--- config.mk ---
export PLATFORM = sky130hd
export DESIGN_NAME = mips_irq_ctl
export DESIGN_NICKNAME = d
export VERILOG_FILES = /design/src/rtl/mips_irq_ctl.sv
export SDC_FILE = /design/constraint.sdc
export NUM_CORES = 1
export LEC_CHECK = 0
export ABC_CLOCK_PERIOD_IN_PS = 4600
export CORE_UTILIZATION = 44
export DETAILED_ROUTE_END_ITERATION = 12
export PLACE_DENSITY = 0.84
export REMOVE_ABC_BUFFERS = 1
export SLEW_MARGIN = 10
export SYNTH_ARGS = -nofsm -noshare
export SYNTH_HDL_FRONTEND = slang
export SYNTH_SLANG_ARGS = --single-unit
--- constraint.sdc ---
create_clock -name clk -period 4.6 [get_ports clk]
set_input_delay 0.69 -clock clk [delete_from_list [all_inputs] [get_ports clk]]
set_output_delay 0.69 -clock clk [all_outputs]
set_load 0.05 [all_outputs]
--- src/rtl/mips_irq_ctl.sv ---
// Interrupt acceptance: edge-detects irq_req_i, latches the vector, then a stall-aware ack saves epc and blocks nesting until eret.
// irq_o is valid the cycle after the edge; pipe_stall_i gates irq_o and the ack. Edges arriving while busy are dropped and counted.
module mips_irq_ctl #(
  parameter int HOLDOFF = 4,
  parameter int LOST_W  = 8
) (
  input  logic              clk,
  input  logic              rst,
  input  logic              irq_req_i,
  input  logic [31:0]       irq_addr_i,
  input  logic              pipe_stall_i,
  input  logic              irq_ack_i,
  input  logic [31:0]       epc_i,
  input  logic              eret_i,
  input  logic              clr_lost_i,
  output logic              irq_o,
  output logic [31:0]       irq_vec_o,
  output logic [31:0]       epc_o,
  output logic              in_svc_o,
  output logic [LOST_W-1:0] lost_o
);

  localparam int HW = (HOLDOFF > 2) ? $clog2(HOLDOFF) : 1;
  localparam logic [HW-1:0] HCNT_LOAD = (HOLDOFF > 0) ? HW'(HOLDOFF - 1) : '0;
  localparam logic [LOST_W-1:0] LOST_MAX = {LOST_W{1'b1}};

  typedef enum logic [1:0] {IDLE, PEND, SVC, HOLD} state_t;

  state_t          state, state_nxt;
  logic            req_d;
  logic            edge_det;
  logic [HW-1:0]   hcnt, hcnt_nxt;
  logic            cap_vec, cap_epc, lost_inc;

  assign edge_det = irq_req_i & ~req_d;

  always_ff @(posedge clk or posedge rst) begin
    if (rst) begin
      state <= IDLE;
    end else begin
      state <= state_nxt;
    end
  end

  always_comb begin
    state_nxt = state;
    hcnt_nxt  = hcnt;
    cap_vec   = 1'b0;
    cap_epc   = 1'b0;
    lost_inc  = 1'b0;
    irq_o     = 1'b0;
    in_svc_o  = 1'b0;
    case (state)
      IDLE: begin
        if (edge_det) begin
          cap_vec   = 1'b1;
          state_nxt = PEND;
        end
      end
      PEND: begin
        irq_o    = ~pipe_stall_i;
        lost_inc = edge_det;
        // An ack seen while stalled was not a real redirect, so it is ignored.
        if (irq_ack_i && !pipe_stall_i) begin
          cap_epc   = 1'b1;
          state_nxt = SVC;
        end
      end
      SVC: begin
        in_svc_o = 1'b1;
        lost_inc = edge_det;
        if (eret_i) begin
          if (HOLDOFF == 0) begin
            state_nxt = IDLE;
          end else begin
            hcnt_nxt  = HCNT_LOAD;
            state_nxt = HOLD;
          end
        end
      end
      HOLD: begin
        lost_inc = edge_det;
        if (hcnt == '0) begin
          state_nxt = IDLE;
        end else begin
          hcnt_nxt = hcnt - 1'b1;
        end
      end
      default: state_nxt = IDLE;
    endcase
  end

  always_ff @(posedge clk or posedge rst) begin
    if (rst) begin
      req_d     <= 1'b0;
      hcnt      <= '0;
      irq_vec_o <= '0;
      epc_o     <= '0;
      lost_o    <= '0;
    end else begin
      req_d <= irq_req_i;
      hcnt  <= hcnt_nxt;
      if (cap_vec) irq_vec_o <= irq_addr_i;
      if (cap_epc) epc_o <= epc_i;
      if (clr_lost_i) begin
        lost_o <= '0;
      end else if (lost_inc && lost_o != LOST_MAX) begin
        lost_o <= lost_o + 1'b1;
      end
    end
  end

endmodule
==> results by group <==
Run status
  – Status: finished clean

Clock tree
  – Worst-path clk slew: 70 ps
  – Clk buf depth: 2
  – Num Clock Sinks: 77
  – CTS tree: built
  – Post-CTS setup buffer count: 0
  – Hold Buf Count CTS: 0
  – Post_cts resized: 0
  – Clock tree root buffer cell: clkbuf_8
  – Clock Latency Late Sink: between 300 and 400 ps
  – CTS Buf Count: 9
  – CTS H-Tree Depth: 3

Yosys
  – Synthesized area: 0.003122 sq mm
  – Ranking of synthesized cells by area: dfrtp_1 (62%), mux2_2 (24%), ha_1 (2.8%)
  – Post-synth top area share: 61.72%
  – YS warnings: 0
  – Post-Syn Area per Cell: 14.45 sq um
  – Yosys cell types: 27
  – Register area share after synthesis: 61.72%
  – Synth area leader: dfrtp_1
  – Synthesized instance count: 216
  – Synthesized flop and latch total: 77

Route
  – M1 WL: 2.679 mm
  – Antenna-violating nets left: 0
  – Via count: ~2300
  – # DRC: 0
  – Met2 WL: 3.170 mm
  – Routed length on met3: between 600 and 700 um
  – Routed length per instance: 14.28 um
  – DR top layer: met4
  – Drt pass-1 iters: 4
  – Initial DRC Count: 52
  – DR vias/cell: 4.859
  – Total wire length: 6.683 mm

Floorplanning
  – Core Area: slightly below 0.007 sq mm
  – Die area: ~0.0074 sq mm
  – Row count: 30
  – Die X-Extent: 86.23 um
  – I/O pin count: approximately 150
  – Initial Utilization: 45.70%
  – Die height: 86.23 um

Layout
  – Synth-to-layout area growth: 56.87%
  – # nets final: 445
  – Number of inserted diodes: 0
  – Most frequent cells in the layout: clkdlybuf4s50_1 (144), dfrtp_1 (77), mux2_2 (66), clkbuf_8 (10)
  – Cell Count, Final, Fillers Out: roughly 470
  – Final Util: a little under three quarters
  – Layout cells sized above 1: 23.66%
  – Most common cell after layout, fill and taps aside: clkdlybuf4s50_1

STA
  – Unrepaired setup endpoints after global routing: false
  – Final setup viols: 0
  – Max-slew violations: 0
  – Final period util: 60.36%
  – Final Hold Fails: 0
  – Actual transition at the worst max-transition pin: 820.5 ps
  – Setup Skew: 4.851 ps
  – Max Freq: 360.2 MHz
  – Slew margin rel.: 45.24%
  – Setup TNS: 0 ps
  – Min cycle time layout: 2776 ps

Power and ir drop
  – Post-layout total power: 3.918 mW
  – Static leakage: 2.090 nW
  – Pwr/cell area: around 800 mW/mm^2
  – Peak supply drop: about 0.00052 V

Placed design
  – Inst Count DP: 452
  – Detailed-placement wirelength estimate: 4.958 mm
  – Buffers on Ports: 144
  – Final estimated routing congestion in global placement: between 0.7 and 0.8

Global routing
  – Initial antenna violation count: 0
  – First-pass GRT wire length: 10.87 mm
  – Global Route Usage Sum: between 15 and 20%
  – Largest net degree at the start of global routing: 50
  – GRT overflow: 0
  – Vias in the first global route: between 2000 and 2500

Critical path
  – Critical Path RT: 3910 ps
  – CP Capture Type: output port
  – Arrival time of the worst setup path: 2090 ps
  – Setup CP Type: in -> out
  – Slowest stage delay, CP: 820 ps
  – Nature of the critical path startpoint: primary input
  – Critical-path top delay cell: clkdlybuf4s50_1
  – Most frequent CP cell: clkdlybuf4s50_1
  – CP Cell Sequence: clkdlybuf4s50_1, nor2b_1, clkdlybuf4s50_1
  – Critical path peak fanout: 2

Run
  – Max_cap viols: 0

Hold path
  – Min-delay worst type: reg -> reg
stage by stage:
stage,area [sq um],setup slack (ps),hold slack [ps]
global route,4897,1762,515.3
global placement,4673,1837,485.4
CTS,4897,1818,508.5
floorplan,3088,1747,494.9
finish,4897,1824,505.4
detailed placement,4673,1823,491.1
worst max-delay path, delay by kind of cell:
kind / cells / cell delay [ps]
buf+inv: 2 / 1240
simple gates: 1 / 160
power breakdown:
part           internal, mW  total (mW)  switching [mW]
logic                 0.838        2.23            1.39
clock network         0.319       0.562           0.243
registers             0.981        1.13           0.148
area by class of cell:
cell class | instances | area (sq um)
inverter | 10 | 38.79
fill | 490 | 1934
tap | 96 | 120.1
clock inverter | 6 | 86.33
clock buffer | 10 | 137.6
multi-input combinational | 122 | 1124
timing repair buffer | 147 | 1464
sequential | 77 | 1927
state kept, by name, summed over array words and instances (netlist names):
name,cells
epc_o,32
hcnt,2
irq_vec_o,32
state,2
lost_o,8
req_d,1
worst paths after layout:
| kind | start | end | slack, ps | depth (start not counted) |
|---|---|---|---|---|
| hold reg to reg | irq_vec_o[10] | irq_vec_o[10] | 510 | 1 |
| hold / removal | irq_vec_o[10] | irq_vec_o[10] | 510 | 1 |
| min in group asynchronous | rst | irq_vec_o[11] | 810 | 2 |
| setup / recovery | pipe_stall_i | irq_o | 1820 | 3 |
| setup reg to reg | state[0] | lost_o[7] | 2700 | 6 |
| max in group asynchronous | rst | irq_vec_o[23] | 2920 | 3 |
Yosys cell counts (all sizes together):
cell type and count:
a22o 1, nor2b 2, inv 10, and3 1, buf 7, nand4 2
o21ai 5, nor3 1, ha 7, a21oi 7, mux2i 2, nand3 3
nor3b 1, or3 2, nand2 3, nor2 9, dfrtp 77, xor2 2
o31ai 2, nand3b 1, or3b 1, a211oi 1, o211ai 1, mux2 66
or4 2
cells by family after synthesis:
| family | after synthesis | synth area share [%] |
|---|---|---|
| DFF | 77 | 61.72 |
| muxes | 68 | 24.45 |
| and+or+nand+nor | 28 | 4.889 |
| AOI/OAI and AO/OA | 17 | 3.287 |
| buffers and inverters | 17 | 2.285 |
| adders and majority gates | 7 | 2.805 |
| xor gates and xnor gates | 2 | 0.5612 |
layer usage:
metal  up-vias  track usage (%)
met1      1103            22.77
met3        10            8.762
met5         -                0
li1       1059                -
met4         0            8.485
met2       102            30.30
No activity file was read; power rests on OpenSTA's default activity.
